## config.mk

```make
export PLATFORM = sky130hd
export DESIGN_NAME = seed_random_1_data_path_counter
export DESIGN_NICKNAME = d
export VERILOG_FILES = /design/src/rtl/seed_random_1_data_path_counter.sv
export SDC_FILE = /design/constraint.sdc
export NUM_CORES = 1
export LEC_CHECK = 0
export CORE_ASPECT_RATIO = 0.8
export CORE_MARGIN = 4
export CORE_UTILIZATION = 34
export DETAILED_ROUTE_END_ITERATION = 10
export GPL_ROUTABILITY_DRIVEN = 0
export GPL_TIMING_DRIVEN = 0
export PLACE_DENSITY = 0.54
export SYNTH_ARGS = -nofsm -noshare
export SYNTH_HDL_FRONTEND = slang
export SYNTH_SLANG_ARGS = --single-unit
```

## constraint.sdc

```tcl
create_clock -name clk_dp_c_i -period 3.7 [get_ports clk_dp_c_i]
set_clock_uncertainty 0.15 [all_clocks]
set_input_delay 0.37 -clock clk_dp_c_i [delete_from_list [all_inputs] [get_ports clk_dp_c_i]]
set_output_delay 0.37 -clock clk_dp_c_i [all_outputs]
set_load 0.05 [all_outputs]
```

## src/rtl/seed_random_1_data_path_counter.sv

```systemverilog
// Pseudo-random card source: a free-running mod-52 index is sampled on each
// rising card request and presented as an encoded {suit, rank} card.
module seed_random_1_data_path_counter (
    input  logic       clk_dp_c_i,
    input  logic       rst_dp_c_i,
    input  logic       req_card_state_dp_c_i,
    output logic [7:0] next_card_o
);

    localparam int unsigned CntW     = 6;
    localparam int unsigned CardW    = 8;
    localparam int unsigned SuitW    = 2;
    localparam int unsigned RankW    = 4;
    localparam int unsigned PadW     = CardW - SuitW - RankW;
    localparam int unsigned NumCards = 52;
    localparam int unsigned NumRanks = 13;

    typedef struct packed {
        logic [PadW-1:0]  pad;
        logic [SuitW-1:0] suit;
        logic [RankW-1:0] rank;
    } card_t;

    logic [CntW-1:0] cnt_q;
    logic [CntW-1:0] cnt_d;
    logic            req_q;
    logic            req_d;
    card_t           card_q;
    card_t           card_d;

    logic            rise_c;
    logic [SuitW-1:0] suit_c;
    logic [CntW-1:0]  rem_c;
    card_t           enc_c;

    // Free-running card index, wraps 51 -> 0 regardless of requests.
    always_comb begin
        cnt_d = cnt_q + CntW'(1);
        if (cnt_q == CntW'(NumCards - 1)) begin
            cnt_d = '0;
        end
    end

    // Suit by compare/subtract chain; remainder is the zero-based rank.
    always_comb begin
        suit_c = '0;
        rem_c  = cnt_q;
        if (cnt_q >= CntW'(3 * NumRanks)) begin
            suit_c = SuitW'(3);
            rem_c  = cnt_q - CntW'(3 * NumRanks);
        end else if (cnt_q >= CntW'(2 * NumRanks)) begin
            suit_c = SuitW'(2);
            rem_c  = cnt_q - CntW'(2 * NumRanks);
        end else if (cnt_q >= CntW'(NumRanks)) begin
            suit_c = SuitW'(1);
            rem_c  = cnt_q - CntW'(NumRanks);
        end
    end

    always_comb begin
        enc_c      = '0;
        enc_c.suit = suit_c;
        enc_c.rank = RankW'(rem_c) + RankW'(1);
    end

    assign rise_c = req_card_state_dp_c_i & ~req_q;

    // A card is latched only on the request's rising edge; otherwise it holds.
    always_comb begin
        req_d  = req_card_state_dp_c_i;
        card_d = card_q;
        if (rise_c) begin
            card_d = enc_c;
        end
    end

    always_ff @(posedge clk_dp_c_i) begin
        if (rst_dp_c_i) begin
            cnt_q  <= '0;
            req_q  <= 1'b0;
            card_q <= '0;
        end else begin
            cnt_q  <= cnt_d;
            req_q  <= req_d;
            card_q <= card_d;
        end
    end

    assign next_card_o = card_q;

endmodule

```

# Word level (Yosys, flattened, before mapping)
# Index checks and enable logic that the tools add are counted.
# totals
in_bits	3
reg_bits	13
out_inout_bits	8
# op_classes
bitwise_logic	2
n_eq_ne	1
addsub	5
n_reduce_logical	1
muxes	6
order_cmp	3
# op_table
operator	n
2-to-1 mux 4 bit	3
subtractor 4 bit, second input constant	2
adder 6 x 1 -> 6 bit, second input constant	1
== test 6 bit, second input constant	1
>= comparator 6 x 4 -> 1 bit, second input constant	1
>= comparator 6 x 5 -> 1 bit, second input constant	1
>= comparator 6 bit, second input constant	1
adder 4 x 1 -> 4 bit, second input constant	1
2-to-1 mux 2 bit	2
subtractor 4 x 3 -> 4 bit, second input constant	1
OR reduction 2 bit	1
AND 1 bit	1
2-to-1 mux 1 bit	1
inverter 1 bit	1

# Logic depth before layout (Yosys ltp)
# depth
ltp_word	5
mapped_depth	9
ltp_nobuf	9

# Worst setup path after synthesis
# Ideal clock, no wire load.
# synth_timing
path_kind	register -> register
startpoint	register cnt_q[1]
endpoint	register card_q (netlist bit next_card_o[3])
setup_slack_ns	1.081
path_stages_with_launch	9
setup_ns	0.091
synth_period_minus_slack_ns	2.619
required_ns	3.459
arrival_ns	2.378
path_buffers	0
cell_sequence	dfxtp_1 inv_1 ha_1 nand2b_1 a311oi_4 nor3b_1 or4_4 a211o_1 a311oi_1
# synth_between
elab_chain_cells	5
word_cells_on_any_way	10
cone_classes	add/sub (4); order compare (3); mux (3)
# synth_lines
element	line_no	source
start, declared	24	logic [CntW-1:0] cnt_q;
start signal, assigned	83	cnt_q <= cnt_d;
>= comparator 6 x 4 -> 1 bit / subtractor 4 bit (equally long branches)	54, 56	
2-to-1 mux 4 bit	54	end else if (cnt_q >= CntW'(NumRanks)) begin
2-to-1 mux 4 bit	51	end else if (cnt_q >= CntW'(2 * NumRanks)) begin
2-to-1 mux 4 bit (*)	48	if (cnt_q >= CntW'(3 * NumRanks)) begin
adder 4 x 1 -> 4 bit (*)	63	enc_c.rank = RankW'(rem_c) + RankW'(1);
end signal, assigned	85	card_q <= card_d;
end, declared	28	card_t card_q;
# Mark *: on every way between the ends. The rest lies on a longest branch, timed or not.
# A chain may end at the register's enable or synchronous reset.

# Worst setup path after layout
# Same ends and word-level chain as after synthesis.

==> run metrics <==
initial drt markers=55; fillcell total=254; GRT overflow=0; diode count=0; Max Fanout on Critical Path=7; synth warn=0; hpwl dp=around 1.4 mm; Layout area overhead=15.89%; postcts setup bufs=0; sequential share of the synthesized area=28.49%; syn avg cell area=8.699 µm²; Initial Util=36.50%; Final nets=129; #FFs+latches synth=13; CP bufs+invs=1; ranking of synthesized cells by area=dfxtp_1 28%, ha_1 11%, nand2_1 4.9%; CTS tree=done; critical setup path kind=reg2reg; count of cell types in the netlist=40; Max Slew Vio Count=0; critical-path cell list=inv_1 -> ha_1 -> nand2b_1 -> a311oi_4 -> nor3b_1 -> or4_4 -> a211o_1 -> a311oi_1; FF/Latch Area=260.3 µm²; Mapped Area=913.4 µm²; clk root buf=clkbuf_4; dominant cell type by area after synthesis=dfxtp_1; Core Rows=16; via count=739; startpoint class of the critical path=flop; vias in the first global route=705; leakage power=0.4230 nW; Tot Pwr=0.3243 mW; Setup violations, final=0; WL final=1.810 mm; antenna violations before repair=0; Multi-input gate area=roughly 580 µm²; Syn Inst Count=105; top cell type's share of synthesized area=28.49%; Setup TNS=0 ns; period utilisation layout=slightly below 80%; die area=0.003585 mm²; wire length per cell=11.83 µm; hold slack=0.2920 ns; port buffer count=7; delay-heaviest family, CP=compound AO/OA/AOI/OAI gates; Via density=4.830; clk slew on worst S/H paths=0.08 ns; Tmin final=2.857 ns; RSZ-0062 raised after global routing=false; Critical-path top delay cell=dfxtp_1; core outline area=~0.0025 mm²; global-route wire length before repair=3.174 mm; Worst Setup End Kind=flop; CTS Buf Count=3; worst ir drop on vdd=0.1408 mV; TritonRoute pass-1 iters=4; Hold Buf Count CTS=0; largest net degree at the start of global routing=11; Total GRT Usage=11.72%; CTS Sinks=13; Max H-tree Level=1; post-cts resize count=0; worst skew pair latency=0.28 ns; CP arrival=2.90 ns; Clock Tree Buf Depth=2; antenna viol nets, final=0; die height=54.36 µm; status=finished, final reports clean; critical path required time=3.74 ns; worst min-delay path category=in2reg; Residual DRC=0; power per cell area=just over 300 mW/mm²; CP max stage delay=0.51 ns; I/O pin cnt=11; max frequency=roughly 0.35 GHz; share of cells above drive strength 1=13.68%; Rel. slew slack=42.93%; Final Hold Fails=0; Slew @ Worst Pin=roughly 0.85 ns; max cap viols=0; Die X=65.95 µm
[cells in the final DEF (no fill, tap or decap), types with 3 or more instances in the layout]
cell / Yosys / routed
a21oi_1: 5 / 5
inv_1: 6 / 6
nand2_1: 12 / 12
o31ai_1: 3 / 3
nor2_1: 11 / 11
ha_1: 8 / 8
dfxtp_1: 13 / 13
o21ai_0: 3 / 3
buf_4: 3 / 3
clkbuf_4: 0 / 3
clkdlybuf4s50_1: 0 / 7
clkbuf_1: 2 / 3
nand2b_1: 3 / 3
[final timing paths]
path                            cells after the start            from  slack [ns]              to
worst max register to register                      8        cnt_q[1]        0.84  next_card_o[3]
worst min register to register                      2  next_card_o[0]        0.31  next_card_o[0]
worst min-delay path                                2      rst_dp_c_i        0.29  next_card_o[4]
worst max-delay path                                8        cnt_q[1]        0.84  next_card_o[3]
[power by group]
part / switching, mW / internal, mW
sequential: 0.00705 / 0.147
clock: 0.0494 / 0.0418
combinational: 0.0495 / 0.0295
[routing by layer]
layer | GRT usage (%) | share of wire, % | vias to the layer above
met5 | 0 | 0 | -
met4 | 2.027 | 0.39 | 0
met3 | 4.928 | 4.2 | 2
met2 | 17.14 | 42 | 13
met1 | 16.22 | 54 | 332
li1 | - | - | 392
[per-stage QoR]
stage	instance area (µm²)	instances	util, %	setup slack [ns]
after global routing	1059	153	42.30	0.6517
after detailed placement	1032	149	41.25	0.8521
after global placement	1032	149	41.25	0.8679
after floorplan	917.1	106	-	1.081
after CTS	1059	153	42.30	0.8145
final	1059	153	42.30	0.8430
[cell usage after synthesis (all sizes together)]
cell / number
dfxtp: 13
nand2: 12
nor2: 11
ha: 8
inv: 6
a21oi: 5
buf: 5
a311oi: 3
nand2b: 3
nor3: 3
o21ai: 3
o31ai: 3
a211o: 2
a211oi: 2
a221o: 2
clkbuf: 2
nor2b: 2
or3: 2
xnor2: 2
and2: 1
conb: 1
mux2i: 1
nand3: 1
nand3b: 1
nor3b: 1
o211a: 1
o211ai: 1
o21ba: 1
o2bb2ai: 1
o311a: 1
o31a: 1
o32ai: 1
or2: 1
or4: 1
xor2: 1
[layout make-up]
cell class,instances,share of cell area (%)
plain buffers,7,4.965
repair buffers,7,6.619
flip-flops and latches,13,24.59
multi-input cells,80,54.96
clock buffers,4,2.482
well taps,36,4.255
inverters,6,2.128
[cells by family after synthesis]
group	after synthesis	share of synthesized area [%]
DFF	13	28.49
other	1	0.4106
xor gates and xnor gates	3	2.877
and+or+nand+nor	39	22.47
muxes	1	1.096
adders and majority gates	8	10.96
buffers and inverters	13	8.219
AOI/OAI and AO/OA	27	25.48
[flip-flops by register name, summed over array words and instances, names as in the netlist]
| name | count |
|---|---|
| cnt_q | 6 |
| next_card_o | 6 |
| req_q | 1 |
Power figures use the tool's default switching activity.
